<file path="src/rtl/uart_pkg.sv">
// uart_pkg: shared UART types and constants (RX state encoding, parity modes, frame sizes).
package uart_pkg;
   localparam int UART_DATA_W     = 8;
   localparam int UART_FRAME_BITS = 11;
   localparam int PARITY_EVEN     = 0;
   localparam int PARITY_ODD      = 1;
   typedef enum logic [2:0] {RX_IDLE, RX_START, RX_DATA, RX_PARITY, RX_STOP, RX_BREAK} rx_state_e;
endpackage

</file>
<file path="src/rtl/uart_rx_if.sv">
// uart_rx_if: serial input plus received-byte/status bundle of the UART receiver.
interface uart_rx_if;
   import uart_pkg::*;
   logic                   rx;
   logic [UART_DATA_W-1:0] data_rx;
   logic                   rx_valid;
   logic                   parity_err;
   logic                   frame_err;
   logic                   rx_busy;
   modport slave  (input rx, output data_rx, rx_valid, parity_err, frame_err, rx_busy);
   modport master (output rx, input data_rx, rx_valid, parity_err, frame_err, rx_busy);
endinterface

</file>
<file path="src/rtl/uart_rx_sync.sv">
// uart_rx_sync: 2-flop synchroniser for an asynchronous input with a configurable reset value.
module uart_rx_sync #(
   parameter logic RST_VAL = 1'b1
) (
   input  logic clk,
   input  logic reset,
   input  logic d_i,
   output logic q_o
);
   logic [1:0] ff_q;
   always_ff @(posedge clk)
      ff_q <= reset ? {2{RST_VAL}} : {ff_q[0], d_i};
   assign q_o = ff_q[1];
endmodule

</file>
<file path="src/rtl/uart_rx.sv">
// uart_rx: 8-bit UART receiver (start, 8 data LSB-first, parity, stop) on the system clock.
// Define UART_RX_PARITY_CHECK_EN to report parity mismatches; otherwise parity_err stays 0.
`ifndef BAUD8M
`define BAUD8M 16
`endif
module uart_rx
   import uart_pkg::*;
#(
   parameter int BAUD_RATE = `BAUD8M,
   parameter int PARITY    = PARITY_EVEN
) (
   input logic      clk,
   input logic      reset,
   uart_rx_if.slave bus
);
`ifdef UART_RX_PARITY_CHECK_EN
   localparam logic CHK = 1'b1;
`else
   localparam logic CHK = 1'b0;
`endif
   localparam int            CW   = $clog2(BAUD_RATE);
   localparam logic [CW-1:0] HALF = CW'(BAUD_RATE / 2 - 1);
   localparam logic [CW-1:0] FULL = CW'(BAUD_RATE - 1);

   rx_state_e              state_q, state_d;
   logic [CW-1:0]          cnt_q, cnt_d;
   logic [2:0]             idx_q, idx_d;
   logic [UART_DATA_W-1:0] sh_q, sh_d, data_q, data_d;
   logic                   valid_q, valid_d, perr_q, perr_d, ferr_q, ferr_d, pbad_q, pbad_d;
   logic                   rx_s, rx_d_q, tick, exp_par;

   uart_rx_sync #(.RST_VAL(1'b1)) u_sync (.clk(clk), .reset(reset), .d_i(bus.rx), .q_o(rx_s));

   assign tick    = cnt_q == '0;
   assign exp_par = (PARITY == PARITY_ODD) ? ~^sh_q : ^sh_q;

   always_ff @(posedge clk) begin
      if (reset) begin
         state_q <= RX_IDLE;
         cnt_q   <= '0;
         idx_q   <= '0;
         sh_q    <= '0;
         data_q  <= '0;
         valid_q <= 1'b0;
         perr_q  <= 1'b0;
         ferr_q  <= 1'b0;
         pbad_q  <= 1'b0;
         rx_d_q  <= 1'b1;
      end else begin
         state_q <= state_d;
         cnt_q   <= cnt_d;
         idx_q   <= idx_d;
         sh_q    <= sh_d;
         data_q  <= data_d;
         valid_q <= valid_d;
         perr_q  <= perr_d;
         ferr_q  <= ferr_d;
         pbad_q  <= pbad_d;
         rx_d_q  <= rx_s;
      end
   end

   // The bit counter free-runs between expiries; only START entry loads the half period.
   always_comb begin
      state_d = state_q;
      cnt_d   = tick ? FULL : cnt_q - CW'(1);
      idx_d   = idx_q;
      sh_d    = sh_q;
      data_d  = data_q;
      valid_d = 1'b0;
      perr_d  = perr_q;
      ferr_d  = ferr_q;
      pbad_d  = pbad_q;
      case (state_q)
         RX_IDLE: begin
            idx_d = '0;
            if (rx_d_q && !rx_s) begin
               cnt_d   = HALF;
               state_d = RX_START;
            end
         end
         RX_START:  if (tick) state_d = rx_s ? RX_IDLE : RX_DATA;
         RX_DATA: if (tick) begin
            sh_d    = {rx_s, sh_q[UART_DATA_W-1:1]};
            idx_d   = idx_q + 3'd1;
            state_d = (idx_q == 3'd7) ? RX_PARITY : RX_DATA;
         end
         RX_PARITY: if (tick) begin
            pbad_d  = rx_s ^ exp_par;
            state_d = RX_STOP;
         end
         RX_STOP: if (tick) begin
            data_d  = sh_q;
            valid_d = 1'b1;
            perr_d  = CHK & pbad_q;
            ferr_d  = !rx_s;
            state_d = rx_s ? RX_IDLE : RX_BREAK;
         end
         RX_BREAK:  if (rx_s) state_d = RX_IDLE;
         default:   state_d = RX_IDLE;
      endcase
   end

   assign bus.data_rx    = data_q;
   assign bus.rx_valid   = valid_q;
   assign bus.parity_err = perr_q;
   assign bus.frame_err  = ferr_q;
   assign bus.rx_busy    = state_q != RX_IDLE;
endmodule
</file>
<file path="src/flat_wrapper.sv">
// flat-port wrapper written by rule: the top's interface ports become plain ports
module uart_rx_flat import uart_pkg::*;
#(
   parameter int BAUD_RATE = `BAUD8M,
   parameter int PARITY    = PARITY_EVEN
)
  (clk, reset, bus_rx, bus_data_rx, bus_rx_valid, bus_parity_err, bus_frame_err, bus_rx_busy);
  uart_rx_if bus_i ();
  input logic clk;
  input logic reset;
  input wire logic [$bits(bus_i.rx)-1:0] bus_rx;
  output wire logic [$bits(bus_i.data_rx)-1:0] bus_data_rx;
  output wire logic [$bits(bus_i.rx_valid)-1:0] bus_rx_valid;
  output wire logic [$bits(bus_i.parity_err)-1:0] bus_parity_err;
  output wire logic [$bits(bus_i.frame_err)-1:0] bus_frame_err;
  output wire logic [$bits(bus_i.rx_busy)-1:0] bus_rx_busy;
  assign bus_i.rx = bus_rx;
  assign bus_data_rx = bus_i.data_rx;
  assign bus_rx_valid = bus_i.rx_valid;
  assign bus_parity_err = bus_i.parity_err;
  assign bus_frame_err = bus_i.frame_err;
  assign bus_rx_busy = bus_i.rx_busy;
  uart_rx #(.BAUD_RATE(BAUD_RATE), .PARITY(PARITY)) u_core (.clk(clk), .reset(reset), .bus(bus_i));
endmodule
</file>
<file path="config.mk">
export PLATFORM = sky130hd
export DESIGN_NAME = uart_rx_flat
export DESIGN_NICKNAME = d
export VERILOG_FILES = /design/src/rtl/uart_pkg.sv /design/src/rtl/uart_rx_if.sv /design/src/rtl/uart_rx_sync.sv /design/src/rtl/uart_rx.sv /design/src/flat_wrapper.sv
export SDC_FILE = /design/constraint.sdc
export NUM_CORES = 1
export LEC_CHECK = 0
export CORE_ASPECT_RATIO = 1.2
export CORE_MARGIN = 2
export CORE_UTILIZATION = 57
export CTS_CLUSTER_SIZE = 10
export DETAILED_ROUTE_END_ITERATION = 8
export PLACE_DENSITY = 0.81
export SLEW_MARGIN = 10
export SYNTH_ARGS = -nofsm -noshare
export SYNTH_HDL_FRONTEND = slang
export SYNTH_SLANG_ARGS = --single-unit
export TNS_END_PERCENT = 1
</file>
<file path="constraint.sdc">
create_clock -name clk -period 4.8 [get_ports clk]
set_input_delay 0.96 -clock clk [delete_from_list [all_inputs] [get_ports clk]]
set_output_delay 0.96 -clock clk [all_outputs]
set_load 0.01 [all_outputs]
</file>
Yosys cells after proc, flatten, opt, wreduce, memory -nomap -nowiden:

Cells that the tools add are included.

* add/subtract/negate cells: 2
* eq/ne operators: 12
* mux-type cells: 16
* bitwise logic cells: 1
* reductions and logical operators: 11

Operators by type and width (number)
* $mux 3: 8
* $pmux 3 s6: 1
* $mux 4: 3
* $ne 2x1->1 const B: 5
* $eq 3x3->1 const B: 3
* $eq 3x2->1 const B: 2
* $pmux 3 s2: 1
* $reduce_and 2->1: 3
* $reduce_and 6->1: 1
* $logic_not 4->1: 1
* $sub 4x1->4 const B: 1
* $add 3x1->3 const B: 1
* $eq 3x1->1 const B: 1
* $logic_not 3->1: 1
* $reduce_bool 3->1: 1
* $mux 1: 2
* $mux 2: 1
* $ne 2x2->1 const B: 1
* $reduce_bool 2->1: 1
* $reduce_or 2->1: 1
* $logic_and 1x1->1: 1
* $logic_not 1->1: 1
* $not 1->1: 1

* bits in registers: 31
* input bits: 3
* output and inout port bits: 12
* word-level logic and storage cells: 51

Longest topological paths before layout:

Gate-level depths: netlist of run 1.

* word-level depth: 4
* depth in mapped cells: 7
* depth with buffers taken out: 6

Modules after synthesis:

Synthesis of run 1 repeated with hierarchy kept, for this count alone.

* cell total of the unflattened synthesis: 139
* area total of the unflattened synthesis: 1277.5 um2

Modules (own cells, without submodules)
* uart_rx: times used 1, cells each 135, area each 1224.9 um2, seq. area each 580.6 um2
* uart_rx_sync: times used 1, cells each 4, area each 52.6 um2, seq. area each 40.0 um2

Worst setup path before layout of run 1:

OpenSTA, ideal clock, no wires.

* kind: register -> output
* from: reg u_core.state_q[2]
* to: out bus_rx_busy
* arrival time: 0.914 ns
* required time: 3.840 ns
* setup slack: 2.926 ns
* cell stages (with the launch flop): 4
* buffers on the path: 2
* cell sequence: dfxtp_1 -> buf_6 -> or3_4 -> buf_6

* cells in the longest elaborated chain, start to end: 1

Ends and longest elaborated chain
* start: declaration: RTL line uart_rx.sv:25 `rx_state_e state_q, state_d;`
* start signal: assignment: RTL line uart_rx.sv:50 `state_q <= state_d;`
* $reduce_bool 3->1: RTL line uart_rx.sv:108 `assign bus.rx_busy = state_q != RX_IDLE;`
* end: declaration: RTL line flat_wrapper.sv:16 `output wire logic [$bits(bus_i.rx_busy)-1:0] bus_rx_busy;`

No other way between the ends.

Final worst setup path of run 1:

Same ends and word-level chain as after synthesis.

==> reports/qor.txt, run 1 <==
Seq cells post-synth -> 31
Finish-stage setup viols -> 0
WP data arrival -> 1.71 ns
CTS H-tree depth -> 2
clock latency at the later pin of the worst-skew pair -> 0.34 ns
internal power -> 369 uW
GP Congestion -> 0.712
Area Growth Syn to Fin -> 12.3%
Synth top area share -> 49.1%
min cycle time layout -> 2.67 ns
endpoint class of the critical path -> output port
Core Area -> 2070 um^2
row cnt -> 18
syn nets -> 148
vias -> 974
Yosys cell types -> 29
setup bufs post-CTS -> 0
worst slew pin tran -> 1.01 ns
most instantiated cells after synthesis -> dfxtp_1 (31), nand2_1 (22), a21oi_1 (17), nor2_1 (15), mux2i_1 (11)
RSZ-0062 raised after global routing -> false
post-CTS resize count -> 0
Gate power share -> 16.9%
largest cells by area after synthesis -> dfxtp_1 (49%), mux2i_1 (8.7%), a21oi_1 (6.7%)
Seq pwr share -> 55.8%
Crit Path Class -> flip-flop to output port
Post-layout nets -> 157
Die H -> 55.6 um
Seq/Total Area, Yosys -> 49.1%
Detailed Place HPWL -> 1.45 mm
number of flops mapped to enable cells by yosys -> 0
setup_tns -> 0 ns
P per Cell Area -> 366 nW/um^2
TritonCTS Sinks -> 31
Max Clk Rate -> 0.375 GHz
clock power share -> 27.3%
Via density -> 5.35
Synth Cell Area -> 1260 um^2
status -> completed
HP Class -> flip-flop to flip-flop
synth warn -> 0
ANT nets after route -> 0
maximum fanout along the worst path -> 10
WHS Endpoint -> u_core.u_sync.ff_q[1]
Synth async-reset ratio -> 0%
port bufs -> 13
capture point of the worst reg-to-reg path -> u_core.bus.data_rx[5]
vias in the first global route -> 871
reg2reg path depth -> 6
total CTS buffers -> 5
Clock Path Buffers -> 2
count leader, synth -> dfxtp_1
largest net degree at the start of global routing -> 33
Crit path required time -> 3.84 ns
Sw Share -> 29.1%
Ports -> 15
Final Slew Violations -> 0
worst hold stages -> 1
critical path startpoint category -> flip-flop
Die W -> 47.0 um
Hold Crit Start -> u_core.u_sync.ff_q[0]
Clock transition at path regs -> 0.10 ns
crit path from -> u_core.state_q[2]
skew final -> 0.0135 ns
antenna violations before repair -> 0
Wirelength per Cell -> 11.8 um
Fin. Hold Viols -> 0
CTS tree -> yes
Starting Density -> 61.0%
1st-iter DRT viols -> 15
Hold Slack -> 0.424 ns
total grt overflow -> 0
drt total wl -> 2.15 mm
hold_buf cts -> 0
Avg Inst Size Synth -> 8.90 um^2
Synth area leader -> dfxtp_1
Post-Synthesis Cells -> 142
die area -> 2610 um^2
Final Cycle Share -> 55.5%
fraction of layout cells with a size suffix above 1 -> 9.21%
ys flop type -> dfxtp_1
Lkg Pwr -> 0.000594 uW
first-pass GRT wire length -> 3.50 mm
worst rel slew slack -> 32.5%
First-pass DRT Iterations -> 6
start of the worst register-to-register path -> u_core.cnt_q[0]
Worst VDD drop -> 0.253 mV
Root Driver -> clkbuf_4
DRC errors left -> 0
number of antenna cells inserted -> 0
total track usage -> 19.2%
Psw -> 151 uW
R2R Setup Slk -> 2.64 ns
Max-cap violations -> 0
## layer usage
layer  share of wire (%)  track usage, %
met5                   0               0
met1                  39            21.2
met4                 2.1            13.5
met3                 5.9            6.17
met2                  53            29.5
## power by group through the flow
stage	logic [uW]	clock network [uW]	registers, uW
after floorplan	86.6	0	284
after global placement	83.1	0	294
after detailed placement	88.3	0	296
after CTS	88.8	149	290
after global routing	96.8	157	293
final	87.9	142	290
## stage by stage
| step | util [%] | setup slack [ns] | cells | area, um^2 | total power [uW] |
|---|---|---|---|---|---|
| floorplan | - | 2.93 | 142 | 1260 | 371 |
| global placement | 65.9 | 2.27 | 174 | 1370 | 377 |
| detailed placement | 65.9 | 2.24 | 174 | 1370 | 385 |
| CTS | 68.5 | 2.13 | 182 | 1420 | 528 |
| global route | 68.5 | 2.08 | 182 | 1420 | 548 |
| finish | 68.5 | 2.13 | 182 | 1420 | 520 |
## final cells by class
class                   count  area (um^2)
clock buffers               5         37.5
clock inverters             3         15.0
fillers                   166          653
inverters                   4         15.0
multi-input cells          96          563
flip-flops and latches     31          621
well taps                  30         37.5
repair buffers             13          130
## worst max-delay path, cell delays in order, from the launching register on
cell and delay, ns:
dfxtp_1 0.41, or3_4 0.46, clkdlybuf4s50_1 0.49
## worst max path at each step
stage | slack (ns) | to | cells past startpoint
global route | 2.08 | bus_rx_busy | 2
finish | 2.13 | bus_rx_busy | 2
global placement | 2.27 | u_core.rx_d_q | 2
detailed placement | 2.24 | u_core.rx_d_q | 2
CTS | 2.13 | bus_rx_busy | 2
floorplan | 2.93 | bus_rx_busy | 3
## sequential cells by signal, summed over array words and instances (netlist names)
| register | count |
|---|---|
| u_core.state_q | 3 |
| u_core.bus.data_rx | 8 |
| u_core.cnt_q | 4 |
| u_core.sh_q | 8 |
| u_core.rx_d_q | 1 |
| u_core.bus.frame_err | 1 |
| u_core.idx_q | 3 |
| u_core.u_sync.ff_q | 2 |
| u_core.bus.rx_valid | 1 |
## logic make-up (layout without fill, tap and decap cells)
kind of cell    after synthesis  after routing  synth area share (%)
compound gates               24             24                  10.3
fa+ha+maj                     3              3                  2.97
buf+inv                      15             25                  6.34
xor+xnor                      1              1                 0.693
mux                          11             11                  8.71
flops                        31             31                  49.1
other cells                   1              1                 0.297
simple gates                 56             56                  21.6
## placed cells by master, fill, tap and decap left out, drive strengths merged
| master | count |
|---|---|
| conb | 1 |
| or2 | 4 |
| nor3 | 1 |
| nand3 | 4 |
| xnor2 | 1 |
| a2bb2oi | 1 |
| o21ai | 3 |
| nor3b | 2 |
| mux2i | 11 |
| o22ai | 1 |
| ha | 3 |
| or3 | 1 |
| clkdlybuf4s50 | 13 |
| clkbuf | 5 |
| o31ai | 2 |
| nand4b | 1 |
| clkinv | 3 |
| nor2 | 15 |
| nand2 | 22 |
| and2 | 1 |
| dfxtp | 31 |
| a21oi | 17 |
| nand3b | 1 |
| inv | 4 |
| nand2b | 3 |
| and3b | 1 |
Note: power is estimated with default switching activity, not from simulation.
==> run 2: changes to the inputs <==
--- a/config.mk
+++ b/config.mk
@@ -7,10 +7,10 @@
 export LEC_CHECK = 0
 export CORE_ASPECT_RATIO = 1.2
 export CORE_MARGIN = 2
-export CORE_UTILIZATION = 57
+export CORE_UTILIZATION = 53
 export CTS_CLUSTER_SIZE = 10
 export DETAILED_ROUTE_END_ITERATION = 8
-export PLACE_DENSITY = 0.81
+export PLACE_DENSITY = 0.76
 export SLEW_MARGIN = 10
 export SYNTH_ARGS = -nofsm -noshare
 export SYNTH_HDL_FRONTEND = slang
==> constraint.sdc (replaced) <==
create_clock -name clk -period 2.5 [get_ports clk]
set_input_delay 0.5 -clock clk [delete_from_list [all_inputs] [get_ports clk]]
set_output_delay 0.5 -clock clk [all_outputs]
set_load 0.01 [all_outputs]
==> run 2 against run 1 <==
Against the previous run: global-route usage is 0.63 points lower; sequential power up 92%; combinational power up 90%; clock skew fell by 0.011 ns; via count is 1.7% lower; clock power is 94% higher; hold slack worse by 0.0038 ns; design area increased by 0.44%; sequential cell count unchanged.
==> reports/qor.txt, run 2 (synthesized netlist as in run 1, its figures left out) <==
1st-iter DRT viols -> 12
status -> completed
critical path startpoint category -> flip-flop
vias in the first global route -> 926
Lkg Pwr -> 0.000594 uW
Die H -> 57.5 um
antenna violations before repair -> 0
Crit path required time -> 2.00 ns
TritonCTS Sinks -> 31
Max-cap violations -> 0
Crit Path Class -> flip-flop to output port
Fin. Hold Viols -> 0
Wirelength per Cell -> 12.0 um
drt total wl -> 2.21 mm
Area Growth Syn to Fin -> 12.8%
endpoint class of the critical path -> output port
GP Congestion -> 0.718
port bufs -> 13
DP Area -> 1380 um^2
Hold Slack -> 0.420 ns
ANT nets after route -> 0
worst slew pin tran -> 0.606 ns
Detailed Place HPWL -> 1.48 mm
setup bufs post-CTS -> 0
Clock Path Buffers -> 2
total CTS buffers -> 5
start of the worst register-to-register path -> u_core.cnt_q[0]
Finish-stage setup viols -> 0
CTS H-tree depth -> 2
Clock transition at path regs -> 0.09 ns
total grt overflow -> 0
clock latency at the later pin of the worst-skew pair -> 0.33 ns
most common cell after layout, fill and taps aside -> dfxtp_1
post-route cell area -> 1430 um^2
largest net degree at the start of global routing -> 33
HP Class -> flip-flop to flip-flop
worst rel slew slack -> 59.5%
most frequent cells in the layout -> dfxtp_1 (31), nand2_1 (22), a21oi_1 (17), nor2_1 (15), clkdlybuf4s50_1 (13)
Via density -> 5.20
min cycle time layout -> 2.19 ns
DRC errors left -> 0
maximum fanout along the worst path -> 10
number of antenna cells inserted -> 0
P per Cell Area -> 702 nW/um^2
first-pass GRT wire length -> 3.84 mm
skew final -> 0.00280 ns
R2R Setup Slk -> 0.45 ns
capture point of the worst reg-to-reg path -> u_core.bus.frame_err
hold_buf cts -> 0
Hold Crit Start -> u_core.u_sync.ff_q[0]
First-pass DRT Iterations -> 2
Final Cycle Share -> 87.6%
Post-layout nets -> 158
RSZ-0062 raised after global routing -> false
row cnt -> 19
vias -> 957
CTS tree -> yes
Worst VDD drop -> 0.530 mV
Root Driver -> clkbuf_4
setup_tns -> 0 ns
post-CTS resize count -> 0
WP data arrival -> 1.69 ns
Starting Density -> 55.4%
total track usage -> 18.6%
Max Clk Rate -> 0.457 GHz
Core Area -> 2280 um^2
WHS Endpoint -> u_core.u_sync.ff_q[1]
die area -> 2790 um^2
Ports -> 15
fraction of layout cells with a size suffix above 1 -> 8.50%
Final Slew Violations -> 0
post-layout util -> 62.4%
reg2reg path depth -> 6
worst hold stages -> 1
Die W -> 48.6 um
[run 2: cell count changes in the layout (fill, tap and decap cells not counted), sizes merged]
cell / change
clkbuf: +2
clkinv: -2
buf: +1
[run 2: metrics by stage]
step           instances  setup WS (ns)  power [uW]
2_1_floorplan        142          0.986         712
3_3_place_gp         176          0.570         727
3_5_place_dp         176          0.424         739
4_1_cts              184          0.295        1010
5_1_grt              184          0.256        1060
6_report             184          0.311        1000
[run 2: worst max path at each step]
stage | slack [ns] | start | to
6_report | 0.31 | u_core.state_q[2] | bus_rx_busy
4_1_cts | 0.29 | u_core.state_q[2] | bus_rx_busy
2_1_floorplan | 0.99 | u_core.cnt_q[0] | u_core.bus.data_rx[0]
3_3_place_gp | 0.57 | u_core.cnt_q[0] | u_core.bus.frame_err
5_1_grt | 0.26 | u_core.state_q[2] | bus_rx_busy
3_5_place_dp | 0.42 | u_core.cnt_q[0] | u_core.bus.frame_err
[run 2: layout make-up]
cell class | instances | area (um^2)
clock buffers | 7 | 45.0
clock inverters | 1 | 5.00
fillers | 216 | 857
inverters | 4 | 15.0
multi-input cells | 96 | 563
flip-flops and latches | 31 | 621
well taps | 31 | 38.8
repair buffers | 14 | 138
[run 2: per-layer routing]
layer / track usage [%] / vias to the layer above / wire [um]
met4: 10.2 / 0 / 53
met5: 0 / - / 0
met3: 8.64 / 8 / 88
li1: - / 487 / -
met2: 31.2 / 11 / 1100
met1: 19.4 / 451 / 966
[run 2: report_power, final]
group | internal, uW | switching, uW
Sequential | 520 | 37.3
Combinational | 84.4 | 82.2
Clock | 109 | 167
[run 2: critical path: stages (launching register included)]
cell,delay [ns]
dfxtp_1,0.41
or3_4,0.46
clkdlybuf4s50_1,0.49
==> run 3: changes to the inputs <==
--- a/config.mk
+++ b/config.mk
@@ -5,6 +5,7 @@
 export SDC_FILE = /design/constraint.sdc
 export NUM_CORES = 1
 export LEC_CHECK = 0
+export CAP_MARGIN = 20
 export CORE_ASPECT_RATIO = 1.2
 export CORE_MARGIN = 2
 export CORE_UTILIZATION = 53
==> results of run 3 <==
The final DEF is identical to that of run 2; final timing and power are the same.
